`src/rtl/la_trace_expander.sv`:
```
// -----------------------------------------------------------------------------
// la_trace_expander
//
// Re-expands run-length trace beats {rc[7:0], data[23:0]} into a per-cycle
// sample stream. A beat with rc = k produces k identical samples; an all-zero
// beat is a null packet and produces a single "unknown" gap sample; a beat with
// rc = 0 but non-zero data is malformed and produces one ordinary sample.
// Saturating statistics count tlast beats, null beats and malformed beats.
//
// Handshakes (both sides): a transfer happens on a rising edge of axis_clk
// when valid and ready are both high. Valid never waits for ready. On the
// sample side, smp_data/smp_unknown/smp_last hold steady while
// smp_valid & !smp_ready. On the beat side, s_tready is a function of the
// internal state and smp_ready only, never of s_tvalid.
//
// Ports:
//   axis_clk, axis_rst_n   clock, asynchronous active-low reset
//   s_tdata/s_tvalid/s_tready/s_tlast/s_tuser   trace beat input (tuser ignored)
//   smp_data/smp_valid/smp_ready                expanded sample output
//   smp_unknown            current sample is a gap from a null beat
//   smp_last               final sample of a beat that carried tlast
//   clr_stats              synchronous clear of the counters (wins over +1)
//   pkt_count/null_count/err_count   saturating 16-bit statistics
// -----------------------------------------------------------------------------
module la_trace_expander #(
    parameter int pDATA_WIDTH   = 32,
    parameter int pSAMPLE_WIDTH = 24
) (
    input  logic                     axis_clk,
    input  logic                     axis_rst_n,
    input  logic [pDATA_WIDTH-1:0]   s_tdata,
    input  logic                     s_tvalid,
    output logic                     s_tready,
    input  logic                     s_tlast,
    input  logic [1:0]               s_tuser,
    output logic [pSAMPLE_WIDTH-1:0] smp_data,
    output logic                     smp_valid,
    input  logic                     smp_ready,
    output logic                     smp_unknown,
    output logic                     smp_last,
    input  logic                     clr_stats,
    output logic [15:0]              pkt_count,
    output logic [15:0]              null_count,
    output logic [15:0]              err_count
);

    localparam int RC_W = pDATA_WIDTH - pSAMPLE_WIDTH;
    localparam logic [RC_W-1:0] REM_ONE = RC_W'(1);

    // The remaining-sample counter is the FSM state; state is its decoded view.
    typedef enum logic {
        EMPTY  = 1'b0,
        EXPAND = 1'b1
    } state_t;

    state_t                   state;
    logic [RC_W-1:0]          rem,         rem_nxt;
    logic [pSAMPLE_WIDTH-1:0] cur_data,    cur_data_nxt;
    logic                     cur_unknown, cur_unknown_nxt;
    logic                     cur_last,    cur_last_nxt;
    logic [15:0]              pkt_nxt, null_nxt, err_nxt;

    logic [RC_W-1:0]          beat_rc;
    logic [pSAMPLE_WIDTH-1:0] beat_smp;
    logic                     beat_null, beat_err;
    logic                     smp_hs, beat_acc;

    // s_tuser carries nothing this block needs.
    logic unused_tuser;
    assign unused_tuser = ^s_tuser;

    function automatic logic [15:0] sat_inc(input logic [15:0] v);
        return (v == 16'hFFFF) ? v : v + 16'd1;
    endfunction

    assign state       = (rem != '0) ? EXPAND : EMPTY;
    assign smp_valid   = (state == EXPAND);
    assign smp_data    = cur_data;
    assign smp_unknown = cur_unknown;
    assign smp_last    = cur_last & (rem == REM_ONE);

    // Ready when idle, or when the final pending sample leaves this cycle;
    // the combinational smp_ready path is what removes the inter-beat bubble.
    assign s_tready = (rem == '0) | ((rem == REM_ONE) & smp_ready);

    assign smp_hs   = smp_valid & smp_ready;
    assign beat_acc = s_tvalid & s_tready;

    assign beat_rc   = s_tdata[pDATA_WIDTH-1 -: RC_W];
    assign beat_smp  = s_tdata[pSAMPLE_WIDTH-1:0];
    assign beat_null = (s_tdata == '0);
    assign beat_err  = (beat_rc == '0) & ~beat_null;

    always_comb begin
        rem_nxt         = rem;
        cur_data_nxt    = cur_data;
        cur_unknown_nxt = cur_unknown;
        cur_last_nxt    = cur_last;
        pkt_nxt         = pkt_count;
        null_nxt        = null_count;
        err_nxt         = err_count;

        if (smp_hs) begin
            rem_nxt = rem - REM_ONE;
        end

        // A beat can only be accepted when rem is 0, or 1 with the last
        // sample leaving, so overriding the decrement loses nothing.
        if (beat_acc) begin
            cur_last_nxt = s_tlast;
            if (beat_null) begin
                rem_nxt         = REM_ONE;
                cur_data_nxt    = '0;
                cur_unknown_nxt = 1'b1;
                null_nxt        = sat_inc(null_count);
            end else if (beat_err) begin
                rem_nxt         = REM_ONE;
                cur_data_nxt    = beat_smp;
                cur_unknown_nxt = 1'b0;
                err_nxt         = sat_inc(err_count);
            end else begin
                rem_nxt         = beat_rc;
                cur_data_nxt    = beat_smp;
                cur_unknown_nxt = 1'b0;
            end
            if (s_tlast) begin
                pkt_nxt = sat_inc(pkt_count);
            end
        end

        if (clr_stats) begin
            pkt_nxt  = '0;
            null_nxt = '0;
            err_nxt  = '0;
        end
    end

    always_ff @(posedge axis_clk or negedge axis_rst_n) begin
        if (!axis_rst_n) begin
            rem         <= '0;
            cur_data    <= '0;
            cur_unknown <= 1'b0;
            cur_last    <= 1'b0;
            pkt_count   <= '0;
            null_count  <= '0;
            err_count   <= '0;
        end else begin
            rem         <= rem_nxt;
            cur_data    <= cur_data_nxt;
            cur_unknown <= cur_unknown_nxt;
            cur_last    <= cur_last_nxt;
            pkt_count   <= pkt_nxt;
            null_count  <= null_nxt;
            err_count   <= err_nxt;
        end
    end

endmodule

```
`config.mk`:
```
export PLATFORM = sky130hd
export DESIGN_NAME = la_trace_expander
export DESIGN_NICKNAME = d
export VERILOG_FILES = /design/src/rtl/la_trace_expander.sv
export SDC_FILE = /design/constraint.sdc
export NUM_CORES = 1
export LEC_CHECK = 0
export CAP_MARGIN = 20
export CORE_MARGIN = 5
export CORE_UTILIZATION = 44
export CTS_CLUSTER_DIAMETER = 80
export DETAILED_ROUTE_END_ITERATION = 6
export PLACE_DENSITY = 0.83
export REMOVE_ABC_BUFFERS = 1
export SYNTH_ARGS = -nofsm -noshare
export SYNTH_HDL_FRONTEND = slang
export SYNTH_SLANG_ARGS = --single-unit
```
`constraint.sdc`:
```
create_clock -name axis_clk -period 2.5 [get_ports axis_clk]
set_clock_uncertainty 0.1 [all_clocks]
set_input_delay 0.5 -clock axis_clk [delete_from_list [all_inputs] [get_ports axis_clk]]
set_output_delay 0.5 -clock axis_clk [all_outputs]
set_load 0.1 [all_outputs]
```
Word-level counts from Yosys, hierarchy flattened
Cells that the tools add are included.
{"block": "word_totals", "word_cells": 58, "regBits": 82, "output_inout_bits": 76, "in_bits": 40}
{"block": "op_classes", "eq_ne": 8, "mux": 20, "n_reduce_logical": 12, "add_sub_neg": 4, "bitwise_logic": 7}
{"cell": "2-to-1 mux 16 bit", "count": 13}
{"cell": "adder 16 x 1 -> 16 bit (second input constant)", "count": 3}
{"cell": "== test 16 bit (second input constant)", "count": 3}
{"cell": "logical NOT 32 bit", "count": 1}
{"cell": "2-to-1 mux 8 bit", "count": 4}
{"cell": "2-to-1 mux 24 bit", "count": 1}
{"cell": "logical NOT 8 bit", "count": 2}
{"cell": "nonzero test 2 bit", "count": 5}
{"cell": "== test 8 x 1 -> 1 bit (second input constant)", "count": 1}
{"cell": "inequality test 2 bit (second input constant)", "count": 4}
{"cell": "nonzero test 8 bit", "count": 1}
{"cell": "subtractor 8 x 1 -> 8 bit (second input constant)", "count": 1}
{"cell": "AND reduction 3 bit", "count": 2}
{"cell": "AND 1 bit", "count": 5}
{"cell": "AND reduction 4 bit", "count": 1}
{"cell": "2-to-1 mux 1 bit", "count": 2}
{"cell": "NOT 1 bit", "count": 1}
{"cell": "bitwise OR 1 bit", "count": 1}

Logic depth before layout (Yosys ltp)
Gate-level depths: netlist of run 1.
{"block": "logic_depth", "depth_word": 7, "depth_mapped": 9, "depth_no_buf": 7}

Worst setup path after synthesis of run 1
OpenSTA, ideal clock, no wires.
{"block": "synth_timing", "path_kind": "flip-flop to flip-flop", "from": "register pkt_count[0]", "to": "register pkt_count[9]", "arrival_ns": 2.869, "setup_time_ns": 0.128, "period_less_slack_ns": 3.097, "path_buffers": 0, "required_time_ns": 2.272, "path_stages_with_launch": 7, "slack_ns": -0.597, "path_cell_list": "dfrtp_1 ha_1 inv_1 nor4_1 a2111oi_4 nand3_1 mux2_1"}
{"block": "synth_via", "elab_chain_len": 5, "elab_cells_between_ends": 8, "cone_classes": "1 x add/sub; 2 x eq/ne; 4 x mux; 1 x reduce/logical"}
{"item": "from (decl)", "line_no": "42", "text": "output logic [15:0] pkt_count,"}
{"item": "from (signal assigned)", "line_no": "152", "text": "pkt_count <= pkt_nxt;"}
{"item": "adder 16 x 1 -> 16 bit", "line_no": "73", "text": "return (v == 16'hFFFF) ? v : v + 16'd1;"}
{"item": "2-to-1 mux 16 bit", "line_no": "73"}
{"item": "2-to-1 mux 16 bit", "line_no": "126", "text": "if (s_tlast) begin"}
{"item": "2-to-1 mux 16 bit", "line_no": "109", "text": "if (beat_acc) begin"}
{"item": "2-to-1 mux 16 bit", "line_no": "131", "text": "if (clr_stats) begin"}
Parallel ways exist; a longest one is shown, timed or not. The select of a mux whose other input is x is not followed.
A chain may end at the register's enable or synchronous reset.

Worst setup path in the final report of run 1
{"block": "layout_timing", "from": "input port s_tdata[16]", "to": "register err_count[11]"}
{"block": "layout_via", "elab_chain_len": 5, "elab_cells_between_ends": 6, "cone_classes": "1 x eq/ne; 2 x bitwise; 3 x reduce/logical"}
{"item": "from (decl)", "line_no": "31", "text": "input logic [pDATA_WIDTH-1:0] s_tdata,"}
{"item": "logical NOT 32 bit *", "line_no": "91", "text": "assign beat_null = (s_tdata == '0);"}
{"item": "NOT 1 bit", "line_no": "92", "text": "assign beat_err = (beat_rc == '0) & ~beat_null;"}
{"item": "AND 1 bit", "line_no": "92"}
{"item": "nonzero test 2 bit (no line)"}
{"item": "AND reduction 4 bit (no line) *"}
{"item": "to (signal assigned)", "line_no": "154", "text": "err_count <= err_nxt;"}
{"item": "to (decl)", "line_no": "44", "text": "output logic [15:0] err_count"}
Every way passes the cells marked *; elsewhere a longest branch is shown, timed or not.

==> results of run 1 <==
[Yosys cell counts, types with 10 or more instances]
cell / number / share of area, %
nand4_1: 16 / 2.3
a22o_1: 24 / 4.9
nor2_1: 32 / 2.8
nor3_1: 11 / 1.3
or4_1: 23 / 4.0
o31ai_1: 18 / 3.1
o21ai_0: 15 / 1.7
clkbuf_1: 20 / 1.7
a21oi_1: 33 / 3.8
nand3_1: 26 / 3.0
dfrtp_1: 82 / 48
nor4_1: 10 / 1.5
nand2_1: 22 / 1.9
[stage by stage]
stage / TNS, ps / utilization [%] / hold slack, ps
floorplan: -40220 / - / 104
global placement: -38150 / 59.6 / 368
detailed placement: -40660 / 59.6 / 379
CTS: 0 / 62.1 / 23.2
global route: -71.1 / 64.0 / 44.5
finish: 0 / 64.0 / 15.0
[timing repair]
item                                    CTS  global route
pin swaps                                37            15
cloned                                    2             2
buffers inserted                          3             2
endpoints found under the setup margin   63            23
gates resized for setup                  53            36
[worst min path at each step]
stage                     depth (start not counted)                         to  slack, ps            startpoint
after detailed placement                          2       cur_last$_DFFE_PN0N_        380  cur_last$_DFFE_PN0N_
after floorplan                                   0       cur_last$_DFFE_PN0N_        100            axis_rst_n
after CTS                                         1  pkt_count[10]$_DFFE_PN0P_         20            axis_rst_n
final                                             1   pkt_count[9]$_DFFE_PN0P_         20            axis_rst_n
after global routing                              1   pkt_count[7]$_DFFE_PN0P_         40            axis_rst_n
after global placement                            2       cur_last$_DFFE_PN0N_        370  cur_last$_DFFE_PN0N_
[area by class of cell]
class                      count  area, um2
fill                         818       3470
multi-input combinational    323       2260
sequential                    82       2050
timing repair buffer         175       1470
clock buffer                  13        179
tap                          133        166
inverter                       9       33.8
clock inverter                 2       10.0
[cells by family (layout without fill, tap and decap cells)]
logic type | after synthesis | after routing
buffers and inverters | 35 | 199
AOI/OAI and AO/OA | 112 | 112
adders and majority gates | 6 | 6
and+or+nand+nor | 180 | 182
muxes | 12 | 12
DFF | 82 | 82
xor gates and xnor gates | 11 | 11
[report_power, final]
part | leakage (nW) | internal (mW) | total [mW] | switching (mW)
Combinational | 1.50 | 0.547 | 1.90 | 1.35
Sequential | 1.11 | 1.52 | 1.65 | 0.135
Clock | 0.101 | 0.462 | 0.927 | 0.466
[layer usage]
| metal | track usage (%) | share of wire (%) | vias to the layer above |
|---|---|---|---|
| met2 | 35.1 | 50 | 148 |
| li1 | - | - | 1984 |
| met3 | 2.72 | 4.9 | 13 |
| met1 | 29.3 | 44 | 2114 |
| met4 | 7.84 | 1.3 | 0 |
| met5 | 0 | 0 | - |
[registers in the layout, summed over array words and instances, names as in the netlist]
register	flops
smp_data	24
err_count	16
null_count	16
pkt_count	16
rem	8
cur_last	1
smp_unknown	1
==> impl_metrics.yaml, run 1 <==
clock_tree:
  cts_hold_buffers: 0
  htree_num_levels: 3
  clk_path_buf_depth: 2
  cts_tree: "yes"
  cts-root-buf: "clkbuf_8"
  cts.sinks: 82
  clk_pin_slew_ps: 80
  clk_latency_ps: 350
  cts_buffers: 9
synth:
  synth_edf_count: 0
  synth_cells: 438
  async_reset_ff_share_pct: 100
  ys_dominant_reg_cell: "dfrtp_1"
  synthAdderAreaFrac_pct: 1.75
  synth.distinct_cells: 49
  synth.area.mux_share_pct: 3.06
  synthSimpleGateAreaFrac_pct: 23.3
  synth_top_family_by_area: "simple AND/OR/NAND/NOR gates"
  avgSynthCellArea_um2: 9.80
  ys_ff_latch: 82
  synth_xor_area_share_pct: 2.25
  yosysSeqAreaShare_pct: 47.8
  ys_warn_count: 0
  syn_area_um2: 4290
  synth_compound_area_share_pct: 18.3
flow_run:
  drv_cap: 0
place:
  dpl_worst_slack_ps: -779
  hpwl_mm: 8.65
  placed_area_um2: 5750
  port_buffers: 113
  gp_congestion: 0.915
  dp_cells: 713
worst_setup_path:
  crit_path_end: "err_count[11]$_DFFE_PN0P_"
  reg2reg_depth: 5
  worstSetupStartpointType: "input port"
  slowest_delay_ps: 600
  worst_setup_path_end_kind: "flip-flop"
  arrival_ps: 2640
  r2r-start: "rem[2]$_DFFE_PN0P_"
  crit_buf_inv: 3
  cp_top_family: "simple AND/OR/NAND/NOR gates"
  crit_fanout: 6
  worstPathCellList: "buf_6, or4_4, or4_4, buf_6, o21ai_4, buf_12, nor3_4, mux2_4"
  crit_start: "s_tdata[16]"
  cpMaxStageDelayCell: "or4_4"
  critPathKind: "input port to flip-flop"
  cp.required_ps: 2640
  r2r-end: "pkt_count[9]$_DFFE_PN0P_"
  r2r_slack_ps: 60
  cp.depth: 8
layout:
  final_layout_size_suffix_gt1_share_pct: 34.8
  layout_commonest_cell: "buf_4"
  final_cell_mix: "129 x buf_4, 81 x dfrtp_1, 30 x nor2_1"
  syn2layout_area_growth_pct: 43.7
  final_cells: 737
  nets: 646
  diodes: 0
  fin_area_um2: 6170
routing:
  ant_nets: 0
  wl_mm: 12.4
  vias: 4259
  firstDrtPassIters: 4
  avgViaCountPerCell: 5.78
  drt_drc_violations_left: 0
  wire_per_inst_um: 16.8
  initialDrtViolationCount: 238
floorplanning:
  start_util_pct: 44.5
  die_w_um: 109
  rows: 36
  dieArea_um2: 11800
  core_area_um2: 9640
  die_h_um: 109
  ios: 116
timing:
  tightest_slew_ps: 720
  fin_ws_ps: 2.01
  min_period_ps: 2500
  setup-violations-final: 0
  max_slew_margin_pct: 51.5
  rsz0062_at_grt: "true"
  drv_slew: 0
  finalHoldViolCount: 0
  min_period_over_period_pct: 99.9
  max_freq_mhz: 400
power_and_ir_drop:
  p_total_mw: 4.48
  powerDensity_nw_per_um2: 726
  peakVddDrop_uv: 871
  p_leak_nw: 2.71
grt:
  antenna_found_initial: 0
  overflow: 0
  grt_pass1_wl_mm: 20.4
  grt_max_degree: 45
  grt_use_total_pct: 21.5
  grt_pass1_vias: 4192
outcome:
  outcome: "completed"
hold_path:
  hp-class: "input port to asynchronous set/reset pin"
No activity file was read; power rests on OpenSTA's default activity.
==> run 2, diff against run 1 <==
- RECOVER_POWER: not set -> 25
==> run 2 against run 1 <==
Net effect:
- sequential power barely moved
- final area fell by 0.28%
- flip-flop and latch count unchanged
- wire length is 0.23% higher
- power about the same
- clock power hardly changed
- combinational power barely moved
- worst setup slack lost 0.91 ps
- via count fell by 0.33%
- final cell count did not move
==> impl_metrics.yaml, run 2 (same netlist as run 1, synthesis figures left out) <==
outcome:
  outcome: "completed"
grt:
  grt_pass1_vias: 4192
  grt_max_degree: 45
  grt_pass1_wl_mm: 20.4
  antenna_found_initial: 0
  grt_use_total_pct: 21.5
  overflow: 0
place:
  hpwl_mm: 8.65
  port_buffers: 113
  placed_area_um2: 5750
  gp_congestion: 0.915
clock_tree:
  clk_latency_ps: 350
  cts-root-buf: "clkbuf_8"
  htree_num_levels: 3
  clk_pin_slew_ps: 80
  cts_buffers: 9
  cts_hold_buffers: 0
  cts_tree: "yes"
  cts.sinks: 82
  clk_path_buf_depth: 2
layout:
  nets: 646
  diodes: 0
  fin_util_pct: 63.8
  final_cell_mix: "128 x buf_4, 81 x dfrtp_1, 30 x nor2_1"
  ff_latch_area_um2: 2050
  multi_input_area_um2: 2260
  syn2layout_area_growth_pct: 43.3
  largest_reg_flops: 24
  fin_area_um2: 6150
  nFillCells: 821
  final_layout_size_suffix_gt1_share_pct: 34.8
  layout_commonest_cell: "buf_4"
worst_setup_path:
  crit_buf_inv: 3
  arrival_ps: 2640
  reg2reg_depth: 5
  crit_fanout: 6
  cpMaxStageDelayCell: "or4_4"
  worstPathCellList: "buf_6, or4_4, or4_4, buf_6, o21ai_4, buf_12, nor3_4, mux2_4"
  cp.required_ps: 2640
  r2r_slack_ps: 70
  critPathKind: "input port to flip-flop"
  cp_top_family: "simple AND/OR/NAND/NOR gates"
  slowest_delay_ps: 600
  cp.depth: 8
  worstSetupStartpointType: "input port"
  worst_setup_path_end_kind: "flip-flop"
floorplanning:
  core_area_um2: 9640
  die_w_um: 109
  dieArea_um2: 11800
  start_util_pct: 44.5
  ios: 116
  die_h_um: 109
  rows: 36
power_and_ir_drop:
  p_total_mw: 4.48
  p_leak_nw: 2.71
  powerDensity_nw_per_um2: 728
  peakVddDrop_uv: 871
routing:
  avgViaCountPerCell: 5.76
  vias: 4245
  wire_per_inst_um: 16.9
  ant_nets: 0
  firstDrtPassIters: 5
  wl_mm: 12.4
  initialDrtViolationCount: 236
  drt_drc_violations_left: 0
timing:
  finalHoldViolCount: 0
  holdWs_ps: 192
  rsz0062_at_grt: "true"
  drv_slew: 0
  setup-violations-final: 0
  min_period_over_period_pct: 100
  min_period_ps: 2500
  tightest_slew_ps: 1110
  max_slew_margin_pct: 25.9
  max_freq_mhz: 400
  tns_ps: 0
flow_run:
  drv_cap: 0
hold_path:
  hp-class: "input port to asynchronous set/reset pin"
## run 2: cell types whose count changed in the layout (fill, tap and decap cells not counted)
cell and change:
buf_12 -1, buf_4 -1, clkbuf_2 +2
## run 2: worst paths after layout
path	start	to
min in group axis_clk	s_tdata[11]	smp_data[11]$_DFFE_PN0N_
setup / recovery	s_tdata[16]	err_count[11]$_DFFE_PN0P_
max in group asynchronous	axis_rst_n	smp_data[5]$_DFFE_PN0N_
hold / removal	axis_rst_n	pkt_count[8]$_DFFE_PN0P_
hold reg to reg	smp_data[20]$_DFFE_PN0N_	smp_data[20]$_DFFE_PN0N_
setup reg to reg	rem[2]$_DFFE_PN0P_	pkt_count[9]$_DFFE_PN0P_
## run 2: cell type report
| class | instances | share of cell area (%) |
|---|---|---|
| clock inverter | 2 | 0.163 |
| timing repair buffer | 175 | 23.6 |
| sequential | 82 | 33.4 |
| tap | 133 | 2.71 |
| clock buffer | 13 | 2.91 |
| multi-input combinational | 323 | 36.7 |
| inverter | 9 | 0.549 |
## run 2: where the power goes
part / internal (mW) / leakage [nW] / switching (mW)
logic: 0.544 / 1.50 / 1.35
clock network: 0.462 / 0.101 / 0.467
registers: 1.52 / 1.11 / 0.135
## run 2: per-layer routing
layer / global-route usage, % / wire (um) / vias up
met5: 0 / 0 / -
li1: - / - / 1985
met1: 29.3 / 5500 / 2093
met3: 2.72 / 633 / 15
met4: 7.84 / 165 / 0
met2: 35.1 / 6140 / 152
## run 2: worst reg2reg max path, stage by stage, from the launching register on
cell and delay, ps:
dfrtp_1 390, or3_4 420, or4_4 570, a2111oi_4 370, nand3_1 150, mux2_4 320
## run 2: repair_timing
action,in CTS,in global routing
buffers inserted,3,2
pin swaps,37,15
endpoints found under the setup margin,63,23
resized for setup,53,36
cloned,2,2
## run 2: metrics by stage
| step | instances | worst slack, ps |
|---|---|---|
| after CTS | 733 | 3.88 |
| after detailed placement | 713 | -779 |
| final | 737 | 1.10 |
| after global placement | 713 | -704 |
| after global routing | 737 | -25.9 |
| after floorplan | 412 | -1100 |
==> run 3, diff against run 2 <==
- CAP_MARGIN: 20 -> not set
- PLACE_DENSITY: 0.83 -> not set
- PLACE_DENSITY_LB_ADDON: not set -> 0.12
- SKIP_CTS_REPAIR_TIMING: not set -> 1
==> run 3 against run 2 <==
Net effect:
- the run now ends with max-capacitance violations, max-slew violations left
- power is 2.7% higher
- hold slack better by 85 ps
- worst setup slack better by 21 ps
- critical endpoint is now null_count[2]$_DFFE_PN0P_
==> impl_metrics.yaml, run 3 (same netlist as run 1, synthesis figures left out) <==
floorplanning:
  die_w_um: 109
  core_area_um2: 9640
  start_util_pct: 44.5
  die_h_um: 109
  rows: 36
  ios: 116
  dieArea_um2: 11800
outcome:
  violations: "max-capacitance violations, max-slew violations"
  outcome: "complete, but fails checks"
layout:
  largest_reg_flops: 24
  final_layout_size_suffix_gt1_share_pct: 36.8
  multi_input_area_um2: 2310
  diodes: 0
  nFillCells: 797
  final_cells: 741
  nets: 649
  fin_util_pct: 65.6
  fin_area_um2: 6320
  syn2layout_area_growth_pct: 47.3
  final_cell_mix: "129 x buf_4, 81 x dfrtp_1, 32 x nor2_1"
  layout_commonest_cell: "buf_4"
  ff_latch_area_um2: 2050
power_and_ir_drop:
  p_total_mw: 4.60
  switchingPower_mw: 2.01
  peakVddDrop_uv: 833
  sw_frac_of_total_pct: 43.7
  power_frac_clock_pct: 22.0
  internal_power_mw: 2.59
  combPwrFrac_pct: 42.2
  powerDensity_nw_per_um2: 728
  p_leak_nw: 2.82
  seq_power_share_pct: 35.9
routing:
  initialDrtViolationCount: 188
  drt_drc_violations_left: 0
  vias: 4248
  avgViaCountPerCell: 5.73
  firstDrtPassIters: 4
  wire_per_inst_um: 16.6
  wl_mm: 12.3
  ant_nets: 0
worst_setup_path:
  path_common_cell: "or4_4"
  cp_top_family: "simple AND/OR/NAND/NOR gates"
  crit_fanout: 7
  crit_buf_inv: 1
  critPathKind: "input port to flip-flop"
  worst_setup_path_end_kind: "flip-flop"
  worstPathCellList: "dlymetal6s2s_1, or4_4, or4_4, or2_4, or4_4, a21oi_2"
  cpMaxStageDelayCell: "or4_4"
  arrival_ps: 2680
  worstSetupStartpointType: "input port"
  cp.required_ps: 2700
  slowest_delay_ps: 580
place:
  hpwl_mm: 8.34
  dpl_worst_slack_ps: -801
  port_buffers: 113
  placed_area_um2: 5810
  gp_congestion: 0.902
  dp_cells: 715
grt:
  antenna_found_initial: 0
  grt_use_total_pct: 20.3
  grt_pass1_vias: 3961
  overflow: 0
  grt_max_degree: 59
  grt_pass1_wl_mm: 19.1
timing:
  holdWs_ps: 277
  finalHoldViolCount: 0
  drv_slew: 36
  min_period_over_period_pct: 99.1
  tightest_slew_ps: 1810
  max_slew_margin_pct: -20.6
  fin_ws_ps: 22.6
  max_freq_mhz: 404
  tns_ps: 0
  setup-violations-final: 0
  min_period_ps: 2480
hold_path:
  hp-class: "input port to flip-flop"
clock_tree:
  clk_path_buf_depth: 2
  cts-root-buf: "clkbuf_8"
  htree_num_levels: 3
  cts_tree: "yes"
  cts_buffers: 9
  clk_pin_slew_ps: 90
  clk_latency_ps: 360
  cts.sinks: 82
flow_run:
  drv_cap: 1
-- run 3: cell types whose count changed in the layout (fill, tap and decap cells not counted), moves of 3 or more --
| cell | change |
|---|---|
| dlymetal6s2s_1 | +12 |
| or4_1 | -12 |
| or4_4 | +12 |
| a21oi_1 | -9 |
| a21oi_2 | +9 |
| buf_2 | -5 |
| clkdlybuf4s15_1 | -4 |
| buf_12 | +3 |
| clkbuf_8 | -3 |
| mux2_4 | -3 |
| nor3_1 | +3 |
-- run 3: worst register-to-register path, delay by kind of cell (launching register included) --
family | cells | cell delay, ps
simple gates | 3 | 1280
flops | 1 | 440
buf+inv | 2 | 310
compound gates | 2 | 260
-- run 3: path summary, 6_finish.rpt --
| check | start | depth (start not counted) | slack, ps | endpoint |
|---|---|---|---|---|
| max reg2reg | rem[7]$_DFFE_PN0P_ | 7 | 50 | err_count[7]$_DFFE_PN0P_ |
| min reg2reg | cur_last$_DFFE_PN0N_ | 2 | 400 | cur_last$_DFFE_PN0N_ |
| max | s_tdata[25] | 6 | 20 | null_count[2]$_DFFE_PN0P_ |
| max in group asynchronous | axis_rst_n | 2 | 570 | rem[0]$_DFFE_PN0P_ |
| min | s_tdata[16] | 2 | 280 | smp_data[16]$_DFFE_PN0N_ |
| min in group asynchronous | axis_rst_n | 1 | 500 | err_count[6]$_DFFE_PN0P_ |
-- run 3: final cells by class --
class,instances,share of cell area (%)
multi-input cells,323,36.6
flip-flops and latches,82,32.5
repair buffers,178,24.5
well taps,133,2.63
clock buffers,10,2.18
clock inverters,6,1.03
inverters,9,0.535
-- run 3: metal layers --
layer	vias up	global-route usage (%)	part of all wire [%]
met5	-	0	0
met4	0	7.03	1.6
met3	16	5.39	6.3
met2	143	31.1	46
met1	2085	28.0	46
li1	2004	-	-
-- run 3: power groups by stage --
stage               Clock (mW)  Sequential [mW]  Combinational [mW]
floorplan                    0             2.56               0.359
global placement             0             1.66                1.84
detailed placement           0             1.65                1.87
CTS                       1.03             1.64                1.86
global route              1.09             1.67                2.04
finish                    1.01             1.65                1.94
